**src/rtl/fetch_pkg.sv**
```systemverilog
// Shared fetch-path constants: datapath defaults, PC reset value and the
// branch-enable select encodings used by the PC, next-PC and fetch top.
package fetch_pkg;

    localparam int unsigned       WIDTH_DEF       = 32;
    localparam int unsigned       SHIFT_DEF       = 2;
    localparam logic [31:0]       RESET_VALUE_DEF = 32'h0000_0000;

    localparam logic              BE_TAKEN        = 1'b1;
    localparam logic              BE_SEQ          = 1'b0;

endpackage : fetch_pkg

```
**src/rtl/negedge_reg.sv**
```systemverilog
// WIDTH-wide register clocked on the falling edge of clk, with a synchronous
// active-high reset that loads RESET_VALUE. Shared by the PC and next-PC paths.
module negedge_reg #(
    parameter int unsigned         WIDTH       = fetch_pkg::WIDTH_DEF,
    parameter logic [WIDTH-1:0]    RESET_VALUE = '0
) (
    input  logic             clk,
    input  logic             rst,
    input  logic [WIDTH-1:0] d_i,
    output logic [WIDTH-1:0] q_o
);

    logic [WIDTH-1:0] data_q;

    // NOTE: sequential state uses non-blocking assignments so every register
    // samples the pre-edge values of its inputs, independent of block order.
    always_ff @(negedge clk) begin
        if (rst) begin
            data_q <= RESET_VALUE;
        end else begin
            data_q <= d_i;
        end
    end

    assign q_o = data_q;

endmodule : negedge_reg

```
**src/rtl/next_pc_unit.sv**
```systemverilog
// Next-PC selection: word offset scaled to bytes, added to PC+4, muxed against
// PC+4 by the branch enable and registered on the falling edge of clk.
module next_pc_unit
    import fetch_pkg::*;
#(
    parameter int unsigned         WIDTH       = WIDTH_DEF,
    parameter int unsigned         SHIFT       = SHIFT_DEF,
    parameter logic [WIDTH-1:0]    RESET_VALUE = WIDTH'(RESET_VALUE_DEF)
) (
    input  logic             clk,
    input  logic             rst,
    input  logic [WIDTH-1:0] signal_ext,
    input  logic [WIDTH-1:0] pc_plus4,
    input  logic             be,
    output logic [WIDTH-1:0] offset_shift,
    output logic [WIDTH-1:0] branch_target,
    output logic [WIDTH-1:0] next_pc_d,
    output logic [WIDTH-1:0] next_pc
);

    // Upper SHIFT bits fall off; the add wraps modulo 2^WIDTH, which is what
    // turns a two's-complement offset into a backward target.
    assign offset_shift  = signal_ext << SHIFT;
    assign branch_target = pc_plus4 + offset_shift;

    // NOTE: default assignment first keeps this block latch-free. The if on an
    // equality test also falls to the sequential path when be is X or Z.
    always_comb begin
        next_pc_d = pc_plus4;
        if (be == BE_TAKEN) begin
            next_pc_d = branch_target;
        end
    end

    negedge_reg #(
        .WIDTH       (WIDTH),
        .RESET_VALUE (RESET_VALUE)
    ) u_next_pc_reg (
        .clk (clk),
        .rst (rst),
        .d_i (next_pc_d),
        .q_o (next_pc)
    );

endmodule : next_pc_unit

```
**config.mk**
```make
export PLATFORM = sky130hd
export DESIGN_NAME = next_pc_unit
export DESIGN_NICKNAME = d
export VERILOG_FILES = /design/src/rtl/fetch_pkg.sv /design/src/rtl/negedge_reg.sv /design/src/rtl/next_pc_unit.sv
export SDC_FILE = /design/constraint.sdc
export NUM_CORES = 1
export LEC_CHECK = 0
export ABC_CLOCK_PERIOD_IN_PS = 8200
export CAP_MARGIN = 10
export CORE_ASPECT_RATIO = 0.7
export CORE_MARGIN = 2
export CORE_UTILIZATION = 37
export CTS_BUF_LIST = sky130_fd_sc_hd__clkbuf_16
export CTS_CLUSTER_SIZE = 25
export DETAILED_ROUTE_END_ITERATION = 10
export DONT_BUFFER_PORTS = 1
export SLEW_MARGIN = 20
export SYNTH_ARGS = -nofsm -noshare
export SYNTH_HDL_FRONTEND = slang
export SYNTH_SLANG_ARGS = --single-unit
```
**constraint.sdc**
```tcl
create_clock -name clk -period 8.2 [get_ports clk]
set_clock_uncertainty 0.2 [all_clocks]
set_input_delay 0.82 -clock clk [delete_from_list [all_inputs] [get_ports clk]]
set_output_delay 0.82 -clock clk [all_outputs]
set_load 0.05 [all_outputs]
```
[Yosys cells after proc, flatten, opt, wreduce, memory -nomap -nowiden]
Index checks and enable logic that the tools add are counted.
Storage, ports and cells
  flip-flop bits (word level): 32
  output and inout bits: 128
Cells by class
  add/subtract/negate cells: 1
  multiplexer cells: 1
Operators with widths (count)
  adder 32 bit: 1
  2-to-1 mux 32 bit: 1

[Longest topological paths before layout]
  word-level depth: 2
  depth in mapped cells: 11
  gate-level depth less buffers: 11

[Cells and area by module]
Synthesis repeated with hierarchy kept, for this count alone.
Second synthesis, totals
  cells, all modules: 392
  area, all modules: 3228.1 um^2
Modules (own cells, without submodules)
  next_pc_unit: area an instance 2361.0 um^2, instances 1, cells each 324, sequential area each 0.0 um^2
  negedge_reg: area an instance 867.1 um^2, instances 1, cells each 68, sequential area each 640.6 um^2

==> key figures <==
Status
  – Outcome: complete, no violations

Logic synthesis
  – Synth area leaders: dfxtp_1 (19%), ha_1 (11%), buf_4 (8.1%)
  – Most frequent cell after synthesis: buf_4
  – Netlist cell types: 60
  – Post-synth top flop: dfxtp_1
  – Post-synth EDFFs: 0
  – Post-synthesis sequential element count: 32
  – Synthesized cell area: 0.003356 sq mm
  – Top-area cell type share of the netlist area: 19.09%
  – Fraction of registers with async set or reset after synthesis: 0%
  – Yosys synthesis warning count: 0
  – Synth area leader: dfxtp_1
  – Register area share after synthesis: 19.09%
  – Post-synth top cells: buf_4 (36), nand2_1 (35), a21oi_1 (32), dfxtp_1 (32), ha_1 (29)
  – Synthesized area per cell: 8.125 sq um
  – Gate Count Post-Synth: 413

Timing
  – Worst slew pin tran: 1.101 ns
  – Max-slew violations: 0
  – Final setup fails: 0
  – Final Hold Viols: 0
  – Max-slew headroom: 26.07%
  – Hold slack: 1.440 ns
  – Fin Setup TNS: 0 ns
  – RSZ-0062 raised after global routing: no

Cells and area
  – Max reg flops: 32
  – NumNets Final: 535
  – Layout cells sized above 1: 19.13%
  – Fillers: 928
  – Layout area overhead: 12.12%
  – Antenna diodes: 0

Critical path
  – CP arrival: 3.52 ns
  – Critical Path End: u_next_pc_reg.q_o[22]$_SDFF_NP0_
  – Startpoint Class: primary input
  – Number of buffers and inverters on the critical path: 1
  – Crit-path cells: ha_1 -> inv_1 -> fa_1 -> nor2b_1 -> o2111ai_1 -> nand4_1 -> a21oi_2 -> o31ai_1 -> xnor2_1 -> mux2_2 -> nor2b_1
  – CP max FO: 4
  – Crit Path Class: primary input to flop
  – CP startpoint: signal_ext[0]
  – CP endpoint kind: flop
  – CP dominant cell by count: nor2b_1
  – Slowest-stage cell, CP: o31ai_1
  – Worst Path Required: 4.14 ns
  – Worst path max stage delay: 0.59 ns
  – Delay-heaviest family, CP: compound AO/OA/AOI/OAI gates
  – Cell count along the critical path: 11

Clock tree
  – Post-CTS Setup Bufs: 0
  – CTS tree: yes
  – H-tree depth: 2
  – CTS Hold Buffers Added: 0
  – Total CTS buffers: 5
  – CTS Root Cell: clkbuf_16
  – Bufs on Longest Clock Path: 2
  – Post-CTS sizing: 0
  – Clock-pin slew on the worst setup and hold paths: 0.03 ns
  – # clock sinks: 32

Die
  – Area of the core: 0.008926 sq mm
  – Starting Density: 37.59%
  – Ports: 195
  – Chip width: 117.8 um
  – Die height: 83.68 um
  – Full die area: 0.009860 sq mm
  – Row count: 29

Drt
  – 1st-pass router iterations: 4
  – Antenna-violating nets left: 0
  – Residual DRC: 0
  – Iter 0 DRT Violations: 167
  – DR vias/cell: 5.472
  – Wire length per cell: 18.53 um
  – Drt total wl: 10.44 mm
  – DR vias: 3,081

Power
  – Overall power: 0.0009828 W
  – Power per cell area: 261.2 mW/mm^2
  – Leak: 1.754 nW
  – Maximum VDD drop: 0.1092 mV

Global route
  – Vias in the first global route: 3,045
  – Initial antenna violation count: 0
  – GRT Resource Usage Total: 20.71%
  – Total gr overflow: 0
  – Largest net degree at the start of global routing: 38
  – First-pass GRT wire length: 16.07 mm

Min path
  – Worst hold path class: primary input to output pin

Flow run
  – Max-cap viol count: 0

Placed design
  – Port Buf Inserts: 0
  – Hpwl dp: 8.272 mm
  – Final GP Congestion: 0.8918
[through the flow]
step           util [%]  instances  area [sq um]  setup WS, ns
6_report          42.15        563          3762        0.6204
5_1_grt           42.15        563          3762        0.4125
4_1_cts           42.07        563          3755        0.6616
3_5_place_dp      38.91        524          3473        0.3193
3_3_place_gp      38.91        524          3473        0.3640
2_1_floorplan         -        414          3364       0.09739
[per-layer routing]
layer,GRT usage (%),vias up,wire length [um]
li1,-,1487,-
met1,24.92,1386,4380
met2,31.98,192,4664
met3,10.25,16,1259
met4,7.448,0,130
met5,0,-,0
[cell type report]
cell class	instances	area, sq um	area share [%]
Clock buffer	5	125.1	3.326
Clock inverter	35	160.2	4.257
Inverter	17	63.81	1.696
Multi-Input combinational cell	312	2332	61.99
Sequential cell	32	640.6	17.03
Tap cell	124	155.1	4.124
Timing Repair Buffer	38	285.3	7.582
[cells by family (layout without fill, tap and decap cells)]
logic type                 after synthesis  after routing  synth area share (%)
xor gates and xnor gates                29             29                 7.569
and+or+nand+nor                        118            118                 18.61
muxes                                   26             26                 8.650
other                                    1              2                0.1117
AOI/OAI and AO/OA                      107            107                 22.67
DFF                                     32             32                 19.09
adders and majority gates               30             30                 11.41
buffers and inverters                   70             95                 11.89
[worst min-delay path by stage]
stage / startpoint / end / slack [ns] / cells after the start
6_report: signal_ext[14] / offset_shift[16] / 1.44 / 0
3_5_place_dp: signal_ext[5] / offset_shift[7] / 1.44 / 0
3_3_place_gp: signal_ext[11] / offset_shift[13] / 1.44 / 0
4_1_cts: signal_ext[5] / offset_shift[7] / 1.44 / 0
2_1_floorplan: pc_plus4[0] / branch_target[0] / 1.61 / 1
5_1_grt: signal_ext[12] / offset_shift[14] / 1.44 / 0
[placed cells by master, fill, tap and decap left out, types with 3 or more instances in the layout]
cell type / n
nor2_1: 18
buf_4: 38
nand2b_1: 5
o2111ai_1: 3
mux2_2: 23
dfxtp_1: 32
xor2_1: 9
and2_1: 3
xnor2_1: 19
a21o_1: 16
a31oi_1: 6
clkbuf_16: 5
o21ai_1: 3
inv_1: 50
o31ai_1: 5
o21bai_1: 3
a21oi_1: 32
nand4_1: 5
o21ai_0: 12
ha_1: 29
nand2_1: 35
nor2b_1: 25
nand3_1: 11
and4_1: 3
a211oi_1: 3
[power breakdown]
part	internal (W)	switching (W)	leakage, nW
Clock	0.000163	0.000114	0.256
Combinational	0.000138	0.000333	1.23
Sequential	0.000173	0.0000623	0.267
Total	0.000474	0.000509	1.75
Note: power is estimated with default switching activity, not from simulation.
